`src/rtl/debug_pkg.sv`:
```
// Shared definitions for the debug dump port: FSM state encoding and default arm bytes.
package debug_pkg;

   typedef enum logic [2:0] {
      ST_IDLE  = 3'd0,
      ST_ARMED = 3'd1,
      ST_DUMP  = 3'd2,
      ST_REQ   = 3'd3,
      ST_WAIT  = 3'd4
   } state_t;

   localparam logic [7:0] MAGIC0_DEF = 8'h14;
   localparam logic [7:0] MAGIC1_DEF = 8'h01;

   // The CPU is stalled in every state past the arming handshake.
   function automatic logic halted(input state_t s);
      return !((s == ST_IDLE) || (s == ST_ARMED));
   endfunction

endpackage

```
`src/rtl/dbg_timeout.sv`:
```
// Saturating idle counter; expired flags the enabled cycle whose count reaches LIMIT.
module dbg_timeout #(
   parameter int LIMIT = 255
) (
   input  logic clk,
   input  logic rst,
   input  logic clear,
   input  logic enable,
   output logic expired
);

   localparam int CW = (LIMIT < 2) ? 1 : $clog2(LIMIT + 1);
   localparam logic [CW-1:0] LIM    = CW'(LIMIT);
   localparam logic [CW-1:0] LIM_M1 = CW'(LIMIT - 1);

   logic [CW-1:0] count;

   always_ff @(posedge clk or negedge rst) begin
      if (!rst) begin
         count <= '0;
      end else if (clear) begin
         count <= '0;
      end else if (enable && (count != LIM)) begin
         count <= count + 1'b1;
      end
   end

   // Look one step ahead so the exit edge is the one that brings the count to LIMIT.
   assign expired = enable && !clear && (count >= LIM_M1);

endmodule

```
`src/rtl/debug_dump_port.sv`:
```
// Host byte-stream debug port: two-byte arm sequence, then one memory word read per address byte.
module debug_dump_port
   import debug_pkg::*;
#(
   parameter int         ADDR_W  = 8,
   parameter int         WORD_W  = 32,
   parameter logic [7:0] MAGIC0  = MAGIC0_DEF,
   parameter logic [7:0] MAGIC1  = MAGIC1_DEF,
   parameter int         IDLE_TO = 255
) (
   input  logic              clk,
   input  logic              rst,
   input  logic [7:0]        cmd_byte,
   input  logic              cmd_valid,
   output logic              cmd_ready,
   output logic              mem_req,
   output logic [ADDR_W-1:0] mem_addr,
   input  logic              mem_gnt,
   input  logic [WORD_W-1:0] mem_rdata,
   output logic [WORD_W-1:0] data_out,
   output logic              rsp_valid,
   output logic              cpu_halt
);

   state_t state;
   state_t state_nxt;
   logic   accept;
   logic   tmo_expired;

   assign cmd_ready = (state == ST_IDLE) || (state == ST_ARMED) || (state == ST_DUMP);
   assign accept    = cmd_valid && cmd_ready;
   assign mem_req   = (state == ST_REQ);
   assign cpu_halt  = halted(state);

   dbg_timeout #(
      .LIMIT (IDLE_TO)
   ) u_timeout (
      .clk     (clk),
      .rst     (rst),
      .clear   ((state != ST_DUMP) || accept),
      .enable  ((state == ST_DUMP) && !accept),
      .expired (tmo_expired)
   );

   always_comb begin
      state_nxt = state;
      case (state)
         ST_IDLE: begin
            if (accept && (cmd_byte == MAGIC0)) state_nxt = ST_ARMED;
         end
         ST_ARMED: begin
            if (accept) begin
               if (cmd_byte == MAGIC1)      state_nxt = ST_DUMP;
               else if (cmd_byte == MAGIC0) state_nxt = ST_ARMED;
               else                         state_nxt = ST_IDLE;
            end
         end
         ST_DUMP: begin
            if (accept)           state_nxt = ST_REQ;
            else if (tmo_expired) state_nxt = ST_IDLE;
         end
         ST_REQ: begin
            if (mem_gnt) state_nxt = ST_WAIT;
         end
         ST_WAIT: state_nxt = ST_DUMP;
         default: state_nxt = ST_IDLE;
      endcase
   end

   always_ff @(posedge clk or negedge rst) begin
      if (!rst) begin
         state     <= ST_IDLE;
         mem_addr  <= '0;
         data_out  <= '0;
         rsp_valid <= 1'b0;
      end else begin
         state     <= state_nxt;
         rsp_valid <= (state == ST_WAIT);
         // Size cast truncates or zero-extends the byte to the address width.
         if ((state == ST_DUMP) && accept) mem_addr <= ADDR_W'(cmd_byte);
         if (state == ST_WAIT) data_out <= mem_rdata;
      end
   end

endmodule
```
`config.mk`:
```
export PLATFORM = sky130hd
export DESIGN_NAME = debug_dump_port
export DESIGN_NICKNAME = d
export VERILOG_FILES = /design/src/rtl/debug_pkg.sv /design/src/rtl/dbg_timeout.sv /design/src/rtl/debug_dump_port.sv
export SDC_FILE = /design/constraint.sdc
export NUM_CORES = 1
export LEC_CHECK = 0
export CELL_PAD_IN_SITES_DETAIL_PLACEMENT = 1
export CELL_PAD_IN_SITES_GLOBAL_PLACEMENT = 1
export CORE_MARGIN = 8
export CORE_UTILIZATION = 35
export CTS_BUF_LIST = sky130_fd_sc_hd__clkbuf_8
export DETAILED_ROUTE_END_ITERATION = 7
export PLACE_DENSITY = 0.92
export SETUP_SLACK_MARGIN = 0.15
export SYNTH_ARGS = -nofsm -noshare
export SYNTH_HDL_FRONTEND = slang
export SYNTH_SLANG_ARGS = --single-unit
```
`constraint.sdc`:
```
create_clock -name clk -period 1.6 [get_ports clk]
set_input_delay 0.16 -clock clk [delete_from_list [all_inputs] [get_ports clk]]
set_output_delay 0.16 -clock clk [all_outputs]
set_load 0.05 [all_outputs]
```
==> summary.md <==
| Metric | Value |
|---|---|
| Register clock-pin slew on the reported worst setup and hold paths | 0.09 ns |
| Largest net degree at the start of global routing | 53 |
| R2R Setup Slk | 0.10 ns |
| Final Cell Area | 3340 µm² |
| Max Clock Skew | 0.00405 ns |
| Final wirelength | 6180 µm |
| Gr ovfl total | 0 |
| Initial antenna violation count | 0 |
| Die width | 94.9 µm |
| Uppermost layer routed | met4 |
| Seq cells post-synth | 52 |
| Nets | 305 |
| VDD IR-drop max | 0.911 mV |
| Startpoint Class | flop |
| FF/Latch Area | 1310 µm² |
| First-pass GRT wire length | 9840 µm |
| PD cells | 1240 nW/µm² |
| WP data arrival | 1.35 ns |
| R2R Path Start | state[1] |
| Gr usage total | 13.9% |
| # DRC | 0 |
| Worst Reg-to-Reg Cells | 5 |
| Sum Neg Setup Slack | 0 ns |
| First-pass DRT Iterations | 4 |
| Initial DRC Count | 61 |
| Die area | 9010 µm² |
| Filler cells | 616 |
| Crit Path Category | reg -> out |
| Required time worst endpoint | 1.44 ns |
| Synth warnings | 0 |
| Fmax achieved | 0.664 GHz |
| Placement row count | 28 |
| Core area | 5960 µm² |
| Leak | 0.00160 µW |
| CP Capture Type | primary output |
| Met1 wire length | 2560 µm |
| Cell variety after synth | 33 |
| Status | finished clean |
| Final hold vios | 0 |
| Worst Hold Slack | 0.380 ns |
| Worst-case clock buffer depth | 2 |
| RSZ-0062 raised after global routing | true |
| Post-Layout Cell Count | 335 |
| Max cap viols | 0 |
| CP max FO | 5 |
| Final min period | 1.51 ns |
| Mean Syn Cell Area | 14.0 µm² |
| Clk_lat worst skew | 0.30 ns |
| Ports | 88 |
| WL met2 | 3190 µm |
| Crit Reg-Reg Endpoint | data_out[7] |
| Max transition margin | 70.4% |
| H-tree levels | 2 |
| Die height | 94.9 µm |
| Layout cells sized above 1 | 45.4% |
| Vias/cell | 5.07 |
| Met3 wire len | 409 µm |
| Antenna Diode Count | 0 |
| Final Cycle Share | 94.1% |
| Sink Count | 52 |
| Placed Area | 3110 µm² |
| Area occupied by multi-input gates | 883 µm² |
| ANT nets after route | 0 |
| Util after Layout | 56.0% |
| Area Overhead vs Synth | 53.0% |
| Initial core utilization | 36.6% |
| Global placement routability congestion | 0.718 |
| Vias post-DR | 1698 |
| Num CTS Buffers | 5 |
| Slew @ Worst Pin | 0.443 ns |
| Synth Cell Area | 2180 µm² |
| Root buffer cell | clkbuf_8 |
| Placed cells | 321 |
| Setup violators final | 0 |
| Avg WL per Cell | 18.5 µm |
| Post-synth net total | 202 |
| Post-DP HPWL | 4690 µm |
| PortBufs | 87 |
| CTS tree | done |
| Final Max Tran Viols | 0 |
| Sequential area share after synthesis | 59.7% |
| Vias in the first global route | 1888 |
| Mapped Cells | 156 |
| Hold crit path type | in -> async |
worst max-delay path by stage:
stage,depth (start not counted),slack (ns),endpoint,startpoint
3_5_place_dp,5,0.003,state[1],cmd_valid
5_1_grt,5,0.04,data_out[16],state[1]
4_1_cts,3,0.09,cpu_halt,state[2]
2_1_floorplan,4,0.15,mem_addr[0],state[1]
3_3_place_gp,5,0.06,state[1],cmd_valid
6_report,3,0.09,cpu_halt,state[2]
critical path: stages (launching register included):
cell,delay (ns)
dfrtp_2,0.45
buf_6,0.13
or2_2,0.31
buf_8,0.16
metal layers:
layer	vias to the layer above	GRT usage (%)
met1	853	16.6
met5	-	0
li1	781	-
met2	62	23.8
met4	0	3.51
met3	2	4.21
cell type report:
cell class,count,share of cell area [%]
inverter,1,0.113
timing repair buffer,101,28.7
multi-input combinational,98,26.5
clock inverter,2,0.338
clock buffer,6,2.48
tap,75,2.81
sequential,52,39.1
synthesized netlist by cell type, drive strengths merged:
library cell	n	area share [%]
nor4b	2	1.1
a31oi	4	1.1
nand4	3	0.86
nor2b	2	0.57
and3	3	0.86
nand2b	1	0.29
a311o	1	0.46
nand3	2	0.46
dfrtp	52	60
and3b	2	0.80
nor3	4	0.92
ha	2	1.1
xnor2	1	0.40
and2	1	0.29
a211oi	1	0.34
mux2i	1	0.46
mux2	40	21
inv	1	0.17
buf	5	1.6
a21oi	5	1.1
o211ai	3	1.0
or2	2	0.57
and4	2	0.80
o21ai	3	0.69
nor2	2	0.34
nor3b	2	1.2
or4	1	0.34
o311a	1	0.46
nand2	7	1.2
kinds of logic after synthesis:
| group | Yosys count | share of synthesized area [%] |
|---|---|---|
| DFF | 52 | 59.7 |
| muxes | 41 | 21.1 |
| and+or+nand+nor | 36 | 10.6 |
| AOI/OAI and AO/OA | 18 | 5.28 |
| buffers and inverters | 6 | 1.78 |
| adders and majority gates | 2 | 1.15 |
| xor gates and xnor gates | 1 | 0.402 |
flip-flops by register name, summed over array words and instances, names as in the netlist:
register	flops
data_out	32
u_timeout.count	8
mem_addr	8
state	3
rsp_valid	1
stage by stage:
step                      total power [µW]  worst slack, ns
after detailed placement              3380          0.00299
after global placement                3330           0.0586
after floorplan                       2730            0.150
final                                 4140           0.0939
after CTS                             4200           0.0920
after global routing                  4330           0.0437
power breakdown:
group | internal, µW | switching [µW]
logic | 625 | 1070
clock network | 346 | 425
registers | 1540 | 133
total | 2510 | 1630
cells in the final DEF (no fill, tap or decap), types with 2 or more instances in the layout:
cell type / instances
nand2_1: 7
dfrtp_1: 49
buf_4: 47
mux2_4: 3
and4_1: 2
clkbuf_8: 6
and3_1: 3
mux2_2: 36
nor2_1: 2
inv_1: 2
nand4_1: 3
buf_6: 4
dfrtp_2: 3
nor3_1: 4
or2_2: 2
nor4b_2: 2
clkdlybuf4s50_1: 42
a21oi_1: 4
a31oi_1: 4
buf_12: 4
o211ai_1: 3
o21ai_0: 3
timing repair:
action,CTS,global route
setup endpoints to repair,44,48
endpoints found under the hold margin,52,0
pin swaps,0,1
gates cloned,1,0
buffers inserted,3,1
resized for setup,15,5
hold buffers,1,0
No activity file was read; power rests on OpenSTA's default activity.
